[config.mk]
export PLATFORM = sky130hd
export DESIGN_NAME = mips_muldiv_unit
export DESIGN_NICKNAME = d
export VERILOG_FILES = /design/src/rtl/mips_muldiv_unit.sv
export SDC_FILE = /design/constraint.sdc
export NUM_CORES = 1
export LEC_CHECK = 0
export ABC_AREA = 0
export CORE_UTILIZATION = 42
export CTS_CLUSTER_DIAMETER = 100
export DETAILED_ROUTE_END_ITERATION = 8
export GPL_TIMING_DRIVEN = 0
export HOLD_SLACK_MARGIN = 0.08
export PLACE_DENSITY = 0.64
export SLEW_MARGIN = 20
export SYNTH_ARGS = -nofsm -noshare
export SYNTH_HDL_FRONTEND = slang
export SYNTH_SLANG_ARGS = --single-unit
[constraint.sdc]
create_clock -name clk -period 5.3 [get_ports clk]
set_clock_uncertainty 0.1 [all_clocks]
set_input_delay 1.06 -clock clk [delete_from_list [all_inputs] [get_ports clk]]
set_output_delay 1.06 -clock clk [all_outputs]
set_load 0.1 [all_outputs]
[src/rtl/mips_muldiv_unit.sv]
// Iterative MULT/MULTU/DIV/DIVU unit that owns HI/LO and also executes MTHI/MTLO.
// Multiply retires MUL_STEP bits per enabled edge; divide does one restoring step per edge.
module mips_muldiv_unit #(
    parameter int WIDTH    = 32,
    parameter int MUL_STEP = 1
) (
    input  logic             clk,
    input  logic             reset,
    input  logic             clock_enable,
    input  logic             start,
    input  logic [2:0]       op,
    input  logic [WIDTH-1:0] rs,
    input  logic [WIDTH-1:0] rt,
    input  logic             flush,
    output logic             busy,
    output logic             done,
    output logic [WIDTH-1:0] hi,
    output logic [WIDTH-1:0] lo
);
    localparam int MUL_N = WIDTH / MUL_STEP;
    localparam int CW    = $clog2(WIDTH + 1);

    localparam logic [2:0] OP_MULT  = 3'd0;
    localparam logic [2:0] OP_MULTU = 3'd1;
    localparam logic [2:0] OP_DIV   = 3'd2;
    localparam logic [2:0] OP_DIVU  = 3'd3;
    localparam logic [2:0] OP_MTHI  = 3'd4;
    localparam logic [2:0] OP_MTLO  = 3'd5;

    typedef enum logic [1:0] {ST_IDLE, ST_RUN, ST_FIX} state_t;

    state_t             state_q, state_d;
    logic [CW-1:0]      cnt_q, cnt_d;
    logic [2*WIDTH-1:0] acc_q, acc_d;
    logic [WIDTH-1:0]   b_q, b_d;
    logic               is_div_q, is_div_d;
    logic               neg_lo_q, neg_lo_d;
    logic               neg_hi_q, neg_hi_d;
    logic               div_zero_q, div_zero_d;
    logic [WIDTH-1:0]   hi_q, hi_d;
    logic [WIDTH-1:0]   lo_q, lo_d;
    logic               done_q, done_d;

    logic                      signed_op, rs_neg, rt_neg;
    logic [WIDTH-1:0]          rs_mag, rt_mag;
    logic [MUL_STEP-1:0]       digit;
    logic [WIDTH+MUL_STEP-1:0] mul_sum;
    logic [2*WIDTH-1:0]        mul_next, div_next, prod_fix;
    logic [WIDTH:0]            rem_shift, rem_diff;
    logic [WIDTH-1:0]          quot_fix, rem_fix;

    // Datapath: operand magnitudes, one iteration step of each algorithm, and sign fix-up.
    always_comb begin
        signed_op = (op == OP_MULT) || (op == OP_DIV);
        rs_neg    = signed_op & rs[WIDTH-1];
        rt_neg    = signed_op & rt[WIDTH-1];
        rs_mag    = rs_neg ? (~rs + 1'b1) : rs;
        rt_mag    = rt_neg ? (~rt + 1'b1) : rt;

        // acc = {partial product, unretired multiplier bits}
        digit    = acc_q[MUL_STEP-1:0];
        mul_sum  = {{MUL_STEP{1'b0}}, acc_q[2*WIDTH-1:WIDTH]}
                 + ({{MUL_STEP{1'b0}}, b_q} * {{WIDTH{1'b0}}, digit});
        mul_next = {mul_sum, acc_q[WIDTH-1:MUL_STEP]};

        // acc = {partial remainder, dividend bits shifting into quotient}
        rem_shift = {acc_q[2*WIDTH-1:WIDTH], acc_q[WIDTH-1]};
        rem_diff  = rem_shift - {1'b0, b_q};
        div_next  = rem_diff[WIDTH] ? {rem_shift[WIDTH-1:0], acc_q[WIDTH-2:0], 1'b0}
                                    : {rem_diff[WIDTH-1:0], acc_q[WIDTH-2:0], 1'b1};

        prod_fix = neg_lo_q ? (~acc_q + 1'b1) : acc_q;
        quot_fix = div_zero_q ? '1
                 : (neg_lo_q ? (~acc_q[WIDTH-1:0] + 1'b1) : acc_q[WIDTH-1:0]);
        rem_fix  = neg_hi_q ? (~acc_q[2*WIDTH-1:WIDTH] + 1'b1) : acc_q[2*WIDTH-1:WIDTH];
    end

    always_comb begin
        state_d    = state_q;
        cnt_d      = cnt_q;
        acc_d      = acc_q;
        b_d        = b_q;
        is_div_d   = is_div_q;
        neg_lo_d   = neg_lo_q;
        neg_hi_d   = neg_hi_q;
        div_zero_d = div_zero_q;
        hi_d       = hi_q;
        lo_d       = lo_q;
        done_d     = done_q;
        if (clock_enable) begin
            done_d = 1'b0;
            case (state_q)
                ST_IDLE: begin
                    if (start && !flush) begin
                        case (op)
                            OP_MTHI: begin
                                hi_d   = rs;
                                done_d = 1'b1;
                            end
                            OP_MTLO: begin
                                lo_d   = rs;
                                done_d = 1'b1;
                            end
                            OP_MULT, OP_MULTU, OP_DIV, OP_DIVU: begin
                                state_d    = ST_RUN;
                                is_div_d   = (op == OP_DIV) || (op == OP_DIVU);
                                cnt_d      = is_div_d ? CW'(WIDTH) : CW'(MUL_N);
                                acc_d      = {{WIDTH{1'b0}}, rs_mag};
                                b_d        = rt_mag;
                                neg_lo_d   = rs_neg ^ rt_neg;
                                // Remainder follows the dividend; for multiply both halves share the product sign.
                                neg_hi_d   = is_div_d ? rs_neg : (rs_neg ^ rt_neg);
                                div_zero_d = is_div_d && (rt == '0);
                            end
                            default: ;
                        endcase
                    end
                end
                ST_RUN: begin
                    if (flush) begin
                        state_d = ST_IDLE;
                        cnt_d   = '0;
                    end else begin
                        acc_d = is_div_q ? div_next : mul_next;
                        cnt_d = cnt_q - CW'(1);
                        if (cnt_q == CW'(1)) state_d = ST_FIX;
                    end
                end
                ST_FIX: begin
                    state_d = ST_IDLE;
                    if (!flush) begin
                        if (is_div_q) begin
                            hi_d = rem_fix;
                            lo_d = quot_fix;
                        end else begin
                            {hi_d, lo_d} = prod_fix;
                        end
                        done_d = 1'b1;
                    end
                end
                default: state_d = ST_IDLE;
            endcase
        end
    end

    always_ff @(posedge clk or negedge reset) begin
        if (!reset) begin
            state_q    <= ST_IDLE;
            cnt_q      <= '0;
            acc_q      <= '0;
            b_q        <= '0;
            is_div_q   <= 1'b0;
            neg_lo_q   <= 1'b0;
            neg_hi_q   <= 1'b0;
            div_zero_q <= 1'b0;
            hi_q       <= '0;
            lo_q       <= '0;
            done_q     <= 1'b0;
        end else begin
            state_q    <= state_d;
            cnt_q      <= cnt_d;
            acc_q      <= acc_d;
            b_q        <= b_d;
            is_div_q   <= is_div_d;
            neg_lo_q   <= neg_lo_d;
            neg_hi_q   <= neg_hi_d;
            div_zero_q <= div_zero_d;
            hi_q       <= hi_d;
            lo_q       <= lo_d;
            done_q     <= done_d;
        end
    end

    assign busy = (state_q != ST_IDLE);
    assign done = done_q;
    assign hi   = hi_q;
    assign lo   = lo_q;
endmodule

After elaboration in Yosys (flattened, before gate mapping)
Index checks and enable logic that the tools add are counted.
Word-level totals
  bits in latches: 0
  memory bits (writable): 0
  input bits: 72
  memories: 0
  memory bits (read-only): 0
  register bits after elaboration: 173
  output and inout port bits: 66
Operators by class
  equal/unequal tests: 15
  reductions and logical operators: 19
  bitwise operators: 8
  multipliers: 1
  add/sub/neg operators: 8
  muxes and demuxes: 36
  magnitude comparators: 0
  divide/modulo/power cells: 0
  shifts and indexed selects: 0
Operators by type and width (count)
  $mux W32: 13
  $mux W64: 6
  $add A32 B1 Y32 const B: 4
  $not A32 Y32: 4
  $pmux W32 S2: 2
  $pmux W64 S2: 1
  $add A64 B1 Y64 const B: 1
  $not A64 Y64: 1
  $add A32 B33 Y33: 1
  $mul A32 B1 Y33: 1
  $sub A33 B32 Y33: 1
  $logic_not A32 Y1: 1
  $mux W6: 3
  $reduce_and A5 Y1: 3
  $pmux W6 S2: 1
  $reduce_and A4 Y1: 3
  $mux W2: 4
  $eq A3 B2 Y1 const B: 2
  $eq A3 B3 Y1 const B: 2
  $eq A6 B1 Y1 const B: 1
  $ne A2 B1 Y1 const B: 3
  $ne A2 B2 Y1 const B: 3
  $reduce_bool A2 Y1: 3
  $sub A6 B1 Y6 const B: 1
  16 further kinds: 22

Depth between registers and ports, before layout
Gate-level depths: netlist of the first run.
  word-level depth: 7
  gate-level depth with buffers: 15
  depth with buffers taken out: 14

Worst setup path before layout of the first run
Ideal clock, no wire load.
  path kind: register to register
  start point: register acc_q[32]
  end point: register acc_q[58]
  clock period less this slack: 3.707 ns
  required time: 5.067 ns
  library setup time: 0.133 ns
  arrival time: 3.473 ns
  path slack: 1.593 ns
  cell stages (with the launch flop): 15
  cell sequence: dfrtp_1 -> clkbuf_1 -> inv_1 -> fa_1 -> nand2b_1 -> a21oi_1 -> o22a_1 -> a41oi_1 -> a221oi_1 -> a211o_1 -> xor2_1 -> clkbuf_1 -> clkbuf_1 -> mux2i_1 -> o21ai_0
Between the ends
  word-level cells in the longest chain between the ends: 5
Ends and longest elaborated chain
  start, declared: RTL line 34  | logic [2*WIDTH-1:0] acc_q, acc_d;
  start signal, assigned: RTL line 150  | acc_q <= '0;
  start signal, assigned: RTL line 162  | acc_q <= acc_d;
  $sub A33 B32 Y33: RTL line 68  | rem_diff = rem_shift - {1'b0, b_q};
  $mux W64: RTL line 69  | div_next = rem_diff[WIDTH] ? {rem_shift[WIDTH-1:0], acc_q[WIDTH-2:0], 1'b0}
  $mux W64 *: RTL line 124  | acc_d = is_div_q ? div_next : mul_next;
  $mux W64 *: RTL line 120  | if (flush) begin
  $pmux W64 S2 *: RTL line 92  | case (state_q)
Mark *: on every way between the ends. The rest lies on a longest branch, timed or not. The select of a mux whose other input is x is not followed.
A chain may end at the register's enable or synchronous reset.

Final worst setup path of the first run
  start point: register acc_q[32]
  end point: register acc_q[51]
Same word-level chain as after synthesis.

==> flow_metrics.py, run 1 <==
metrics = {
    "run_status": {
        "status": "finished clean",
    },
    "yosys": {
        "ys.flop_type": "dfrtp_1",
        "synth.distinct_cells": 71,
        "ys_ff_latch": 173,
        "synth_area_mm2": 0.0145,
        "yosysWarnings": 0,
        "synth-edff-count": 0,
        "seq_area_frac_synth": 0.299,
        "syn_nets": 2016,
        "async_flop_share": 1.00,
        "avgSynthCellArea_um2": 7.73,
        "syn_inst": 1872,
    },
    "worst_setup_path": {
        "cp_max_fo": 10,
        "cpPeakStageDelay_ps": 760,
        "reg2regPathDepth": 13,
        "cp.required_ps": 5500,
        "endpoint_kind": "flop",
        "cp_slowest_cell": "buf_1",
        "regToRegStartpoint": "acc_q[32]",
        "crit_chain": "clkbuf_1 -> inv_1 -> fa_1 -> nand2b_1 -> a21oi_1 -> o22a_1 -> a41oi_1 -> a221oi_1 -> a211o_1 -> xor2_1 -> buf_1 -> mux2i_1 -> o221ai_1",
        "reg2reg_slack_ps": 180,
        "cp_data_arrival_time_ps": 5310,
        "critPathLaunch": "acc_q[32]",
        "rr_endpoint": "acc_q[51]",
        "crit_type": "reg -> reg",
        "startpoint_type": "flop",
    },
    "routing": {
        "drtIter0Drc": 1285,
        "wire_per_inst_um": 20.8,
        "vias": 14800,
        "vias_per_cell": 5.93,
        "post-route-drc-count": 0,
        "dr.pass1.iters": 8,
        "ant_nets": 0,
        "routed_wl_mm": 51.7,
    },
    "global_routing": {
        "grt_pass1_wl_mm": 81.0,
        "antenna_found_initial": 0,
        "grt_max_degree": 94,
        "first_global_vias": 14100,
        "track_usage": 0.294,
        "overflow": 0,
    },
    "clocking": {
        "clk_pin_slew_ps": 70,
        "cts_sinks": 173,
        "clockBufferDepth": 2,
        "htreeDepth": 4,
        "numCtsBuffers": 17,
        "root_buffer": "clkbuf_16",
        "cts_tree": "done",
        "ctsHoldBuffers": 0,
        "clock_latency_ps": 460,
    },
    "timing": {
        "timing.fmax_mhz": 195,
        "maxSlewHeadroom": 0.241,
        "fin_tns_setup_ps": 0,
        "worst_pin_slew_ps": 1130,
        "fin_ws_ps": 185,
        "rsz0062_at_grt": "no",
        "slew_viol_final": 0,
        "final.min_clock_period_ps": 5120,
        "fin_crit_sh": 0.965,
        "hold_viol": 0,
        "setup_violations": 0,
    },
    "run": {
        "drv_cap": 0,
    },
    "min_path": {
        "hold_depth": 2,
        "min_from": "hi[16]",
        "hp-class": "reg -> reg",
        "worstHoldEndpoint": "hi[16]",
    },
    "floorplanning": {
        "fp.coreArea_mm2": 0.0337,
        "die_area_mm2": 0.0352,
        "die_x_um": 188,
        "die_y_um": 188,
        "start_util": 0.429,
        "io_pins": 138,
        "rows": 67,
    },
    "place": {
        "hpwlAfterDp_mm": 40.5,
        "gp_congestion": 0.985,
        "post-place-ws_ps": 22.4,
        "port_buffers": 137,
    },
    "final_layout": {
        "drive_gt1_frac": 0.0269,
        "n_fill_cell": 3411,
        "diodes": 0,
        "layout.nets": 2173,
        "area_growth_syn_to_layout_pct": 17.9,
    },
    "pwr": {
        "peakVddDrop_v": 0.000537,
        "cellLeakagePower_nw": 7.24,
        "powerDensity_mw_per_mm2": 760,
    },
}
-- cell families after synthesis --
group,count (synthesis),share of synthesized area
simple gates,615,0.193
compound gates,604,0.251
xor+xnor,175,0.106
flops,173,0.299
buf+inv,172,0.0448
fa+ha+maj,72,0.0633
mux,61,0.0425
-- worst max path at each step --
stage	endpoint	slack, ps
2_1_floorplan	acc_q[58]	1590
3_3_place_gp	b_q[26]	-4320
3_5_place_dp	acc_q[59]	20
4_1_cts	acc_q[56]	160
5_1_grt	acc_q[50]	30
6_report	acc_q[51]	180
-- synthesized netlist by cell type (36+ instances only) --
cell type | number | area [µm²]
nand2_1 | 262 | 983
o21ai_0 | 253 | 1270
dfrtp_1 | 173 | 4330
nor2_1 | 153 | 574
xnor2_1 | 129 | 1130
a21oi_1 | 122 | 611
clkbuf_1 | 96 | 360
ha_1 | 70 | 876
inv_1 | 61 | 229
mux2i_1 | 58 | 581
xor2_1 | 46 | 403
o22ai_1 | 36 | 225
-- repair_timing --
item | in CTS | in global routing
buffers inserted | 0 | 0
resized for setup | 1 | 2
cloned | 0 | 0
setup endpoints to repair | 2 | 7
pin swaps | 0 | 0
endpoints found under the hold margin | 0 | 0
-- cell usage in the layout, fill, tap and decap left out, types with 12 or more instances in the layout --
master,instances
nand4_1,12
ha_1,70
o31ai_1,29
inv_1,61
a21oi_1,122
buf_1,13
clkbuf_1,94
a21o_1,35
a31oi_1,16
or3_1,20
nand3_1,25
clkdlybuf4s50_1,136
dfrtp_1,173
mux2i_1,58
xor2_1,46
nand2b_1,28
nor2_1,153
o21ai_0,253
o22ai_1,36
clkbuf_16,17
nor2b_1,14
nand2_1,262
or4_1,13
nor4_1,18
o41ai_1,14
a22oi_1,17
nor3_1,31
xnor2_1,129
-- critical path: cells and delay by family (launching register included) --
family / cells / cell delay, ps
mux: 1 / 370
fa+ha+maj: 1 / 480
xor+xnor: 1 / 270
flops: 1 / 400
compound gates: 6 / 1760
simple gates: 1 / 200
buf+inv: 3 / 1370
-- flip-flops by register name, indices dropped and copies added, names as in the netlist, 2 cells and up --
signal and flops:
state_q 2, cnt_q 6, hi 32, acc_q 64, b_q 32, lo 32
-- final cells by class --
cell class / count / area, µm² / share of cell area
Sequential cell: 173 / 4330 / 0.254
Buffer: 111 / 422 / 0.0247
Tap cell: 448 / 561 / 0.0329
Clock buffer: 19 / 453 / 0.0266
Multi-Input combinational cell: 1527 / 9490 / 0.557
Inverter: 61 / 229 / 0.0134
Timing Repair Buffer: 138 / 1400 / 0.0823
Clock inverter: 12 / 164 / 0.00961
-- layer usage --
layer / GRT usage / share of wire / routed length [µm]
met1: 0.389 / 0.44 / 22700
met2: 0.483 / 0.46 / 23800
met3: 0.0395 / 0.064 / 3290
met4: 0.120 / 0.038 / 1990
met5: 0 / 0 / 0
-- metrics by stage --
stage | area, µm² | power (mW) | hold slack, ps | utilization | cells
3_3_place_gp | 16400 | 11.4 | 363 | 0.487 | 2457
2_1_floorplan | 14500 | 9.15 | 350 | - | 1872
4_1_cts | 17000 | 12.8 | 386 | 0.506 | 2489
5_1_grt | 17100 | 13.8 | 406 | 0.506 | 2489
3_5_place_dp | 16400 | 11.5 | 371 | 0.488 | 2458
6_report | 17100 | 13.0 | 378 | 0.506 | 2489
-- where the power goes --
group	switching (mW)	internal (mW)	total (mW)
sequential	0.713	1.92	2.64
clock	0.585	0.769	1.35
combinational	5.97	3.00	8.97
total	7.26	5.69	13.0
No activity file was read; power rests on OpenSTA's default activity.
==> run 2, diff against run 1 <==
Settings changed: CORE_ASPECT_RATIO set to 0.7, SKIP_CTS_REPAIR_TIMING set to 1.
==> run 2 against run 1 <==
Via count up 3.4%; critical endpoint is now acc_q[58]; register-to-register slack better by 30 ps; clock power about the same; largest power group unchanged; largest cell class unchanged; hold slack worse by 6.8 ps; count of clock-buffer cells in the layout down 2; sequential power about the same; cell count up 0.76%.
==> flow_metrics.py, run 2 (same netlist as run 1, synthesis figures left out) <==
metrics = {
    "place": {
        "post-place-ws_ps": -123,
        "port_buffers": 137,
        "hpwlAfterDp_mm": 42.9,
        "place_inst": 2475,
        "post_dp_cell_area_mm2": 0.0165,
        "gp_congestion": 0.978,
    },
    "timing": {
        "slew_viol_final": 0,
        "fin_tns_setup_ps": 0,
        "timing.fmax_mhz": 197,
        "rsz0062_at_grt": "no",
        "fin_ws_ps": 220,
        "worst_pin_slew_ps": 1150,
        "hold_viol": 0,
        "setup_violations": 0,
        "final.min_clock_period_ps": 5080,
        "maxSlewHeadroom": 0.227,
        "fin_crit_sh": 0.959,
        "hold_slack_ps": 371,
    },
    "worst_setup_path": {
        "cp.required_ps": 5530,
        "reg2reg_slack_ps": 220,
        "reg2regPathDepth": 14,
        "regToRegStartpoint": "acc_q[32]",
        "crit_type": "reg -> reg",
        "rr_endpoint": "acc_q[58]",
        "worstSetupEndpoint": "acc_q[58]",
        "cp_max_fo": 10,
        "cp_data_arrival_time_ps": 5310,
        "critPathLaunch": "acc_q[32]",
        "endpoint_kind": "flop",
        "startpoint_type": "flop",
    },
    "clocking": {
        "root_buffer": "clkbuf_16",
        "clockBufferDepth": 2,
        "numCtsBuffers": 17,
        "clk_pin_slew_ps": 70,
        "clock_latency_ps": 480,
        "cts_sinks": 173,
        "htreeDepth": 4,
        "cts_tree": "done",
    },
    "floorplanning": {
        "io_pins": 138,
        "fp.coreArea_mm2": 0.0337,
        "rows": 56,
        "die_x_um": 224,
        "die_y_um": 157,
        "start_util": 0.429,
        "die_area_mm2": 0.0352,
    },
    "global_routing": {
        "overflow": 0,
        "grt_pass1_wl_mm": 84.1,
        "first_global_vias": 13900,
        "track_usage": 0.316,
        "antenna_found_initial": 0,
        "grt_max_degree": 74,
    },
    "run_status": {
        "status": "finished clean",
    },
    "routing": {
        "ant_nets": 0,
        "vias": 15300,
        "vias_per_cell": 6.08,
        "wire_per_inst_um": 21.9,
        "dr.pass1.iters": 7,
        "routed_wl_mm": 55.0,
        "post-route-drc-count": 0,
        "drtIter0Drc": 1858,
    },
    "pwr": {
        "powerDensity_mw_per_mm2": 769,
        "p_sw_frac": 0.574,
        "power.share.clock": 0.100,
        "p_total_mw": 13.1,
        "internal-power_mw": 5.60,
        "comb_power_share": 0.698,
        "power_frac_seq": 0.202,
        "peakVddDrop_v": 0.000796,
        "switching_power_mw": 7.54,
        "cellLeakagePower_nw": 7.24,
    },
    "final_layout": {
        "layout.nets": 2174,
        "final_cell_mix": "nand2_1, o21ai_0, dfrtp_1",
        "instances_no_fill": 2508,
        "drive_gt1_frac": 0.0303,
        "area_growth_syn_to_layout_pct": 18.1,
        "fin_util": 0.507,
        "top_register": "acc_q",
        "largest_reg_flops": 64,
        "final_cell_area_mm2": 0.0171,
        "layout_commonest_cell": "nand2_1",
    },
    "run": {
        "drv_cap": 0,
    },
    "min_path": {
        "hp-class": "in -> async",
    },
}
[run 2: changes by cell type in the layout (fill, tap and decap cells not counted), sizes merged]
cell and delta:
inv +8, buf -1, clkinv -1, diode +1, bufinv -2, clkinvlp -2
[run 2: area by class of cell]
type                       instances  area (µm²)
fill                            3292       16600
multi-input combinational       1527        9510
sequential                       173        4330
timing repair buffer             139        1430
tap                              464         581
buffer                           111         428
clock buffer                      17         425
inverter                          61         229
clock inverter                    15         151
antenna                            1        2.50
[run 2: power by group through the flow]
stage	Clock, mW	Combinational [mW]	Sequential, mW
2_1_floorplan	0	4.94	4.20
3_3_place_gp	0	8.87	2.64
3_5_place_dp	0	8.92	2.64
4_1_cts	1.32	8.98	2.63
5_1_grt	1.38	9.86	2.73
6_report	1.32	9.18	2.65
[run 2: critical path, cell delays in order (launching register included)]
cell and delay [ps]:
dfrtp_1 390, clkbuf_1 390, inv_1 220, fa_1 490
nand2b_1 210, a21oi_1 330, o22a_1 250, a41oi_1 420
a221oi_1 470, a211o_1 170, xor2_1 360, clkbuf_2 390
clkbuf_4 360, mux2i_1 280, o21ai_0 110
[run 2: how the worst min path moves through the flow]
stage	endpoint	slack [ps]
5_1_grt	b_q[6]	400
2_1_floorplan	cnt_q[4]	350
3_5_place_dp	b_q[14]	370
3_3_place_gp	cnt_q[4]	370
6_report	b_q[6]	370
4_1_cts	b_q[6]	380
[run 2: per-layer routing]
metal / share of wire / track usage / routed length, µm
met5: 0 / 0 / 0
met1: 0.49 / 0.493 / 26800
met2: 0.38 / 0.412 / 20800
met4: 0.014 / 0.0688 / 764
met3: 0.12 / 0.0948 / 6520
